File: src/rtl/sync_pkg.sv
// Shared types and helpers for the barrier sync controller: FSM states,
// barrier id type and the round-robin pending-core search.
package sync_pkg;

  localparam int unsigned SYNC_BARRIER_WIDTH_DFLT = 8;
  localparam int unsigned MAX_CORES               = 32;

  typedef logic [SYNC_BARRIER_WIDTH_DFLT-1:0] barrier_id_t;

  typedef enum logic [1:0] {
    IDLE    = 2'd0,
    LOOKUP  = 2'd1,
    CHECK   = 2'd2,
    RELEASE = 2'd3
  } sync_state_e;

  // First set bit of pend at or after ptr, wrapping inside [0, n_cores).
  // Returns ptr when nothing is pending; callers gate on |pend.
  function automatic logic [4:0] rr_next_pending(
    input logic [MAX_CORES-1:0] pend,
    input logic [4:0]           ptr,
    input logic [5:0]           n_cores
  );
    logic [5:0] idx;
    logic       found;
    rr_next_pending = ptr;
    found           = 1'b0;
    for (int k = 0; k < MAX_CORES; k++) begin
      idx = {1'b0, ptr} + 6'(k);
      if (idx >= n_cores) idx = idx - n_cores;
      if (!found && (6'(k) < n_cores) && pend[idx[4:0]]) begin
        rr_next_pending = idx[4:0];
        found           = 1'b1;
      end
    end
  endfunction

endpackage

File: src/rtl/sync_mask_mem.sv
// Participant mask table: 1R1W, registered read, read-old-data when a
// write and a read hit the same address in one cycle. Not reset.
module sync_mask_mem #(
  parameter int unsigned ADDR_W = 8,
  parameter int unsigned DATA_W = 4
) (
  input  logic              clk,
  input  logic              i_wr_en,
  input  logic [ADDR_W-1:0] i_wr_addr,
  input  logic [DATA_W-1:0] i_wr_data,
  input  logic              i_rd_en,
  input  logic [ADDR_W-1:0] i_rd_addr,
  output logic [DATA_W-1:0] o_rd_data
);

  logic [DATA_W-1:0] r_mem [2**ADDR_W];
  logic [DATA_W-1:0] r_rd_data;

  always_ff @(posedge clk) begin
    if (i_wr_en) r_mem[i_wr_addr] <= i_wr_data;
    if (i_rd_en) r_rd_data <= r_mem[i_rd_addr];
  end

  assign o_rd_data = r_rd_data;

endmodule

File: src/rtl/sync_barrier_ctrl.sv
// Barrier responder: holds requesting cores until every participant of the
// candidate barrier id has arrived, then releases the group in one cycle.
//
//   state   | meaning
//   IDLE    | pick next pending core round-robin, issue mask read
//   LOOKUP  | mask read in flight, snapshot pending set
//   CHECK   | compare snapshot against mask, decide release or move on
//   RELEASE | core_ready pulses, released pending bits clear
module sync_barrier_ctrl
  import sync_pkg::*;
#(
  parameter int unsigned N_CORES            = 4,
  parameter int unsigned SYNC_BARRIER_WIDTH = 8
) (
  input  logic                                  clk,
  input  logic                                  reset,
  input  logic [N_CORES*SYNC_BARRIER_WIDTH-1:0] core_barrier,
  input  logic [N_CORES-1:0]                    core_enable,
  output logic [N_CORES-1:0]                    core_ready,
  input  logic                                  cfg_write_enable,
  input  logic [SYNC_BARRIER_WIDTH-1:0]         cfg_barrier_id,
  input  logic [N_CORES-1:0]                    cfg_mask,
  output logic                                  error
);

  localparam int unsigned W     = SYNC_BARRIER_WIDTH;
  localparam int unsigned PTR_W = (N_CORES > 1) ? $clog2(N_CORES) : 1;

  sync_state_e        r_state, w_state_nxt;
  logic [N_CORES-1:0] r_pend_valid;
  logic [W-1:0]       r_pend_id [N_CORES];
  logic [N_CORES-1:0] r_snap_valid;
  logic [N_CORES-1:0] r_ready;
  logic               r_error;
  logic [PTR_W-1:0]   r_rr_ptr;
  logic [PTR_W-1:0]   r_cand_idx;
  logic [W-1:0]       r_cand_id;

  logic [PTR_W-1:0]   w_cand_idx;
  logic [PTR_W-1:0]   w_ptr_inc;
  logic [W-1:0]       w_cand_id;
  logic               w_rd_en;
  logic [N_CORES-1:0] w_rd_mask;
  logic [N_CORES-1:0] w_arrived;
  logic               w_complete;
  logic [N_CORES-1:0] w_clr;
  logic [N_CORES-1:0] w_busy;
  logic [N_CORES-1:0] w_set;
  logic [N_CORES-1:0] w_dup;

  sync_mask_mem #(
    .ADDR_W (W),
    .DATA_W (N_CORES)
  ) u_mask_mem (
    .clk       (clk),
    .i_wr_en   (cfg_write_enable),
    .i_wr_addr (cfg_barrier_id),
    .i_wr_data (cfg_mask),
    .i_rd_en   (w_rd_en),
    .i_rd_addr (w_cand_id),
    .o_rd_data (w_rd_mask)
  );

  // A core being released this cycle may re-request without counting as a duplicate.
  always_comb begin
    w_clr  = (r_state == RELEASE) ? r_ready : '0;
    w_busy = r_pend_valid & ~w_clr;
    w_set  = core_enable & ~w_busy;
    w_dup  = core_enable & w_busy;
  end

  always_ff @(posedge clk) begin
    if (!reset) begin
      r_pend_valid <= '0;
      r_error      <= 1'b0;
    end else begin
      r_pend_valid <= w_busy | w_set;
      if (|w_dup) r_error <= 1'b1;
    end
  end

  always_ff @(posedge clk) begin
    for (int i = 0; i < N_CORES; i++) begin
      if (w_set[i]) r_pend_id[i] <= core_barrier[W*i +: W];
    end
  end

  always_comb begin
    w_state_nxt = r_state;
    w_rd_en     = 1'b0;
    w_arrived   = '0;
    w_cand_idx  = PTR_W'(rr_next_pending(MAX_CORES'(r_pend_valid), 5'(r_rr_ptr),
                                         6'(N_CORES)));
    w_cand_id   = r_pend_id[w_cand_idx];
    w_ptr_inc   = (r_cand_idx == PTR_W'(N_CORES - 1)) ? '0 : r_cand_idx + PTR_W'(1);
    for (int i = 0; i < N_CORES; i++) begin
      w_arrived[i] = r_snap_valid[i] && (r_pend_id[i] == r_cand_id);
    end
    w_complete  = ((w_rd_mask & ~w_arrived) == '0);
    case (r_state)
      IDLE: begin
        if (|r_pend_valid) begin
          w_rd_en     = 1'b1;
          w_state_nxt = LOOKUP;
        end
      end
      LOOKUP:  w_state_nxt = CHECK;
      CHECK:   w_state_nxt = w_complete ? RELEASE : IDLE;
      RELEASE: w_state_nxt = IDLE;
      default: w_state_nxt = IDLE;
    endcase
  end

  // The snapshot taken in LOOKUP keeps requests arriving during LOOKUP/CHECK
  // out of the current evaluation.
  always_ff @(posedge clk) begin
    if (!reset) begin
      r_state      <= IDLE;
      r_rr_ptr     <= '0;
      r_ready      <= '0;
      r_cand_idx   <= '0;
      r_cand_id    <= '0;
      r_snap_valid <= '0;
    end else begin
      r_state <= w_state_nxt;
      r_ready <= '0;
      case (r_state)
        IDLE: begin
          if (|r_pend_valid) begin
            r_cand_idx <= w_cand_idx;
            r_cand_id  <= w_cand_id;
          end
        end
        LOOKUP: r_snap_valid <= r_pend_valid;
        CHECK: begin
          if (w_complete) r_ready  <= w_arrived;
          else            r_rr_ptr <= w_ptr_inc;
        end
        RELEASE: r_rr_ptr <= w_ptr_inc;
        default: ;
      endcase
    end
  end

  assign core_ready = r_ready;
  assign error      = r_error;

endmodule

File: config.mk
export PLATFORM = sky130hd
export DESIGN_NAME = sync_barrier_ctrl
export DESIGN_NICKNAME = d
export VERILOG_FILES = /design/src/rtl/sync_pkg.sv /design/src/rtl/sync_mask_mem.sv /design/src/rtl/sync_barrier_ctrl.sv
export SDC_FILE = /design/constraint.sdc
export NUM_CORES = 2
export LEC_CHECK = 0
export ABC_CLOCK_PERIOD_IN_PS = 5700
export CORE_MARGIN = 2
export CORE_UTILIZATION = 49
export DETAILED_ROUTE_END_ITERATION = 8
export SYNTH_ARGS = -nofsm -noshare
export SYNTH_HDL_FRONTEND = slang
export SYNTH_SLANG_ARGS = --single-unit
File: constraint.sdc
create_clock -name clk -period 5.7 [get_ports clk]
set_input_delay 1.14 -clock clk [delete_from_list [all_inputs] [get_ports clk]]
set_output_delay 1.14 -clock clk [all_outputs]
set_load 0.02 [all_outputs]
# Word level (Yosys, flattened, before mapping)
# Memory sizes are Yosys's and may differ from the RTL's. A register that Yosys moved wholly into a read port is not among the register bits.
# Cells that the tools add are included.
[totals] memories=2 regBits=27 latch_bits=0 word_cells=100 ramBits=1056 romBits=0
[op_classes] n_addsub=8 reduce_logical=18 muxes=38 magnitude_cmp=8 eq_ne=10 bitwise_logic=8 n_div=0 n_mul=0 shift=0
[mem_list] name="u_mask_mem.r_mem" depth=256 word_bits=4 read_ports=1 rd_clocked_by_memory_dff=1 write_ports=1 line="sync_mask_mem.sv:16" text="logic [DATA_W-1:0] r_mem [2**ADDR_W];"
[mem_list] name="r_pend_id" depth=4 word_bits=8 read_ports=5 rd_clocked_by_memory_dff=0 write_ports=4 line="sync_barrier_ctrl.sv:31" text="logic [W-1:0] r_pend_id [N_CORES];"
[op_table] operator="== test 8 bit" n=4
[op_table] operator="< comparator 5 x 6 -> 1 bit, second input constant" n=4
[op_table] operator="binary-select mux 1 bit (select 5 bit)" n=4
[op_table] operator="two-way mux 5 bit" n=4
[op_table] operator="two-way mux 1 bit" n=19
[op_table] operator="bitwise AND 4 bit" n=4
[op_table] operator="two-way mux 2 bit" n=8
[op_table] operator="inverter 4 bit" n=3
[op_table] operator="subtractor 3 x 3 -> 4 bit, second input constant" n=3
[op_table] operator=">= comparator 3 bit, second input constant" n=3
[op_table] operator="case mux 2 bit (4 select lines)" n=1
[op_table] operator="OR reduction 4 bit" n=2
[op_table] operator="logical AND 1 bit" n=7
[op_table] operator="adder 2 x 2 -> 3 bit, second input constant" n=2
[op_table] operator="== test 2 bit, second input constant" n=3
[op_table] operator="zero test 4 bit" n=1
[op_table] operator="two-way mux 4 bit" n=1
[op_table] operator="!= test 2 bit, second input constant" n=2
[op_table] operator="bitwise OR 4 bit" n=1
[op_table] operator="case mux 2 bit (2 select lines)" n=1
[op_table] operator="AND reduction 2 bit" n=2
[op_table] operator="subtractor 2 x 3 -> 4 bit, second input constant" n=1
[op_table] operator="adder 2 x 1 -> 3 bit, second input constant" n=1
[op_table] operator=">= comparator 2 x 3 -> 1 bit, second input constant" n=1
[op_table] operator="other kinds (6)" n=8

# Logic depth before layout (Yosys ltp)
# An unclocked memory read counts as a cell.
[logic_depth] word_depth=15 depth_mapped=24 depth_no_buf=14

# Modules after synthesis
# A second synthesis with hierarchy kept.
[hier_totals] cells_unflattened=2353 hier_area_um2=43978.4
[modules_own_cells] mod="sync_mask_mem" area_each_um2=40715.3 n_inst=1 seq_area_each_um2=30869.6 cells_per_inst=2051
[modules_own_cells] mod="sync_barrier_ctrl" area_each_um2=3263.1 n_inst=1 seq_area_each_um2=1501.4 cells_per_inst=302

# Worst setup path after synthesis
# Ideal clock, no wire load.
[synth_path] path_type="reg-to-reg" start="register r_rr_ptr[0]" end="register u_mask_mem.r_rd_data[1] (netlist: u_mask_mem.o_rd_data[1]), read port of u_mask_mem.r_mem (data pin)" path_stages_with_launch=22 path_buffers=8 setup_ns=0.256 slack_ns=0.997 t_arrival_ns=4.447 period_less_slack_ns=4.703 required_time_ns=5.444 path_cell_list="dfxtp_1 buf_6 clkinv_1 clkbuf_1 ha_1 buf_6 mux4_2 nand4_2 nor3_1 o31ai_1 buf_4 nand3_2 nand2_4 buf_8 buf_6 buf_4 buf_2 mux2i_1 mux2i_1 a221oi_1 o221ai_1 a22o_1"
[synth_between] elab_chain_len=15 elab_cells_between_ends=37 classes_between="add/sub: 7; order compare: 4; mux: 19; reduce/logical: 6; memory: 1"
[synth_lines] element="from (decl)" line="sync_barrier_ctrl.sv:35" text="logic [PTR_W-1:0] r_rr_ptr;"
[synth_lines] element="from (signal assigned)" line="sync_barrier_ctrl.sv:137" text="else r_rr_ptr <= w_ptr_inc;"
[synth_lines] element="from (signal assigned)" line="sync_barrier_ctrl.sv:139" text="RELEASE: r_rr_ptr <= w_ptr_inc;"
[synth_lines] element="parallel branches: the longest is 13 deep, another holds subtractor 3 x 3 -> 4 bit"
[synth_lines] element="two-way mux 2 bit (*)" line="sync_pkg.sv:31" text="if (!found && (6'(k) < n_cores) && pend[idx[4:0]]) begin"
[synth_lines] element="memory read (4 x 8 bit) (*)"
[synth_lines] element="to (decl)" line="sync_mask_mem.sv:17" text="logic [DATA_W-1:0] r_rd_data;"
# Mark *: on every way between the ends. The select of a mux whose other input is x is not followed.
# A chain may end at the register's enable or synchronous reset.

# Worst setup path after layout
[layout_path] start="register r_rr_ptr[1]" end="register u_mask_mem.r_rd_data[2] (netlist: u_mask_mem.o_rd_data[2]), read port of u_mask_mem.r_mem (data pin)"
# Same word-level chain as after synthesis.

==> reports/metrics.yaml <==
layout:
  fillers: 7269
  drive_above_1_share: 0.149
  utilization: 0.558
  syn_to_final_growth_pct: 13.4
  fin_nets: 3154
  design_area_um2: 51900
global_routing:
  grt_pass1_wl_mm: 185
  grt_overflow_total: 0
  antenna_found_initial: 2
  grt_pass1_vias: 26726
  grt_usage: 0.269
  grt_max_degree: 152
setup_path:
  critPathRequiredTime_ns: 6.26
  path_common_cell: "mux4_2"
  worstPathCellList: "inv_1 > ha_2 > mux4_2 > and4_1 > nand4_1 > o31a_2 > buf_4 > nand3_2 > nand2_8 > buf_12 > buf_16 > mux2i_1 > mux4_2 > a22oi_2 > or3b_1 > o31ai_1 > a22o_1"
  cp-start-kind: "register"
  r2r_cells: 17
  max_stage_delay_ns: 0.57
  arrival_ns: 5.97
  path_max_fanout: 28
  crit-reg2reg-capture: "u_mask_mem.o_rd_data[2]$_DFFE_PP_"
  worstSetupPathType: "register to register"
  cp-end-kind: "register"
  r2r-start: "r_rr_ptr[1]$_SDFFE_PN0P_"
  rrSetupSlack_ns: 0.29
  cp_slowest_cell: "mux4_2"
sta:
  worst_slack_ns: 0.291
  clock_skew_ns: 0.0331
  slew_violations: 0
  rsz0062_at_grt: "no"
  relSlewSlack: 0.172
  hold_viol: 0
  period_share: 0.949
  hold-worst-slack_ns: 0.521
  max_slew.worst_pin.slew_ns: 1.24
  finalCriticalPeriod_ns: 5.41
  fmax_ghz: 0.185
  tns_ns: 0
  setup_violations: 0
die:
  start_util: 0.492
  fp.dieH_um: 310
  die_w_um: 310
  ios: 56
  core_um2: 92900
  dieArea_um2: 95800
  rows: 112
logic_synthesis:
  synth-edff-count: 1060
  synth_area_um2: 45700
  ys_seq_area_frac: 0.708
  syn_nets: 3058
  ys_warn_count: 0
  yosysUniqueCellTypes: 79
  syn_area_per_cell_um2: 15.2
  netlist_instances: 3002
  synthFlopType: "edfxtp_1"
  ys_ff_latch: 1087
  async_reset_ff_frac: 0
place:
  place_ws_ns: -0.164
  hpwl_mm: 81.1
  gp_congestion: 0.905
  placed_cell_area_um2: 47900
  io_buffers: 55
pwr:
  power.density_nw_per_um2: 467
  p_leak_nw: 17.4
  internal_power_mw: 16.3
  pwr-share-seq: 0.370
  switchingPower_mw: 7.95
  clock_power_share: 0.313
  vdd_drop_max_mv: 0.278
  p_sw_frac: 0.328
  p_comb_frac: 0.317
clocking:
  cts_tree: "built"
  clockBufferDepth: 3
  clk_latency_ns: 0.69
  cts.clk_slew.worst_paths_ns: 0.06
  cts_hold_buf: 0
  numCtsBuffers: 111
  clockRootBuffer: "clkbuf_16"
  clock-sinks: 1087
  htree_levels: 3
detailed_routing:
  post_drt_wl_per_cell_um: 29.1
  vias_per_cell: 6.12
  wl_mm: 129
  drt_first_pass_iters: 6
  drcViolationCount: 0
  detail-route-antenna-nets: 0
  drt_first_iter_violations: 3522
  vias: 27176
outcome:
  status: "complete, no violations"
worst_hold_path:
  hp-start: "r_snap_valid[2]$_SDFFE_PN0N_"
  hold_depth: 2
  hold_end: "core_ready[2]$_SDFF_PN0_"
  hp-class: "register to register"
job:
  cap_violations: 0
power groups by stage:
stage          sequential (mW)  combinational (mW)  clock, mW
2_1_floorplan             9.05                4.79          0
3_3_place_gp              9.13                7.39          0
3_5_place_dp              9.13                7.43          0
4_1_cts                   8.96                7.51       7.67
5_1_grt                   8.97                8.03       7.97
6_report                  8.97                7.67       7.58
flip-flops by register name, summed over array words and instances (netlist names), 2 cells and up:
| signal | cells |
|---|---|
| r_cand_id | 8 |
| r_rr_ptr | 2 |
| core_ready | 4 |
| r_snap_valid | 4 |
| r_cand_idx | 2 |
| u_mask_mem.o_rd_data | 4 |
| r_pend_valid | 4 |
| u_mask_mem.r_mem | 1024 |
| r_pend_id | 32 |
| r_state | 2 |
cell type report:
cell class	count	area, um2	area share
flip-flops and latches	1087	32400	0.624
multi-input cells	1722	12400	0.240
clock buffers	123	2840	0.0548
repair buffers	169	1640	0.0316
well taps	1254	1570	0.0303
clock inverters	78	962	0.0186
inverters	7	26.3	0.000507
diodes	1	2.50	0.0000483
metal layers:
metal,share of wire,up-vias,global-route usage
met5,0.000054,-,0
met4,0.038,2,0.0978
met3,0.079,255,0.0440
met2,0.46,1259,0.426
met1,0.42,13818,0.378
li1,-,11842,-
through the flow:
| stage | instances | power (mW) |
|---|---|---|
| floorplan | 3002 | 13.8 |
| global placement | 4229 | 16.5 |
| detailed placement | 4229 | 16.6 |
| CTS | 4431 | 24.1 |
| global route | 4440 | 25.0 |
| finish | 4441 | 24.2 |
cell usage after synthesis, types with 8 or more instances:
cell type  number  area [um2]
a2111oi_0      10        87.6
a211oi_1       21         158
a21boi_0       11        82.6
a21oi_1        32         160
a221oi_1       21         184
a22oi_1        34         255
a31oi_1        11        68.8
a32oi_1        19         166
and3_1         16         100
buf_2          60         300
buf_4          39         293
buf_6          13         146
clkbuf_1       69         259
dfxtp_1        27         541
edfxtp_1     1060       31800
mux2_2         77         867
mux2i_1       374        3740
mux4_2         50        1130
nand2_1       280        1050
nand3_1       144         721
nand4_1         9        56.3
nor2_1        302        1130
nor2b_1        13        81.3
nor3_1         27         135
nor4_1          9        56.3
o2111ai_1       9        78.8
o211ai_1       20         150
o21ai_0        39         195
o221ai_1       21         184
o22ai_1        29         181
or2_2           8        50.1
xor2_1         28         245
how the worst max path moves through the flow:
| stage | startpoint | endpoint | slack [ns] | cells past startpoint |
|---|---|---|---|---|
| after global placement | r_rr_ptr[1]$_SDFFE_PN0P_ | u_mask_mem.o_rd_data[2]$_DFFE_PP_ | -0.03 | 15 |
| after detailed placement | r_rr_ptr[1]$_SDFFE_PN0P_ | u_mask_mem.o_rd_data[1]$_DFFE_PP_ | -0.16 | 17 |
| after CTS | r_rr_ptr[1]$_SDFFE_PN0P_ | u_mask_mem.o_rd_data[3]$_DFFE_PP_ | 0.05 | 17 |
| final | r_rr_ptr[1]$_SDFFE_PN0P_ | u_mask_mem.o_rd_data[2]$_DFFE_PP_ | 0.29 | 17 |
| after global routing | r_rr_ptr[1]$_SDFFE_PN0P_ | u_mask_mem.o_rd_data[2]$_DFFE_PP_ | 0.13 | 17 |
| after floorplan | r_rr_ptr[0]$_SDFFE_PN0P_ | u_mask_mem.o_rd_data[1]$_DFFE_PP_ | 1.0 | 21 |
timing repair:
item | 4_1_cts | 5_1_grt
buffers inserted | 0 | 8
cloned | 1 | 1
pin swaps | 1 | 2
resized for setup | 5 | 6
endpoints found under the setup margin | 2 | 4
cells in the final DEF (no fill, tap or decap), drive strengths merged, types with 7 or more instances in the layout:
cell type and instances:
xor2 28, mux2i 377, and3 17, o22ai 29, nor3 29, buf 117, clkinv 45, a211oi 21
a21boi 12, nor4 9, a221oi 21, o2111ai 9, a22oi 35, a31oi 11, o211ai 20, nand4 10
nand2 283, inv 13, o21ai 41, o221ai 21, and2 7, clkdlybuf4s50 51, nand3 146, mux2 77
bufinv 20, dfxtp 27, a32oi 19, nor2b 13, a2111oi 10, or2 8, clkinvlp 7, nor2 303
a21oi 33, edfxtp 1060, mux4 50, clkbuf 124
cell families (layout without fill, tap and decap cells):
group,count (synthesis),after routing,share of synthesized area
AO/OA/AOI/OAI,336,336,0.0549
XOR/XNOR,32,32,0.00613
adder cells (fa/ha/maj),5,5,0.00137
buffers and inverters,194,377,0.0231
flip-flops,1087,1087,0.708
multiplexers,504,504,0.126
other,0,1,0
AND/OR/NAND/NOR,844,845,0.0804
worst max-delay path, delay by kind of cell, from the launching register on:
kind / cells / cell delay [ns]
AO/OA/AOI/OAI: 4 / 1.06
adder cells (fa/ha/maj): 1 / 0.45
buffers and inverters: 4 / 0.72
flip-flops: 1 / 0.42
multiplexers: 3 / 1.24
AND/OR/NAND/NOR: 5 / 1.36
No activity file was read; power rests on OpenSTA's default activity.
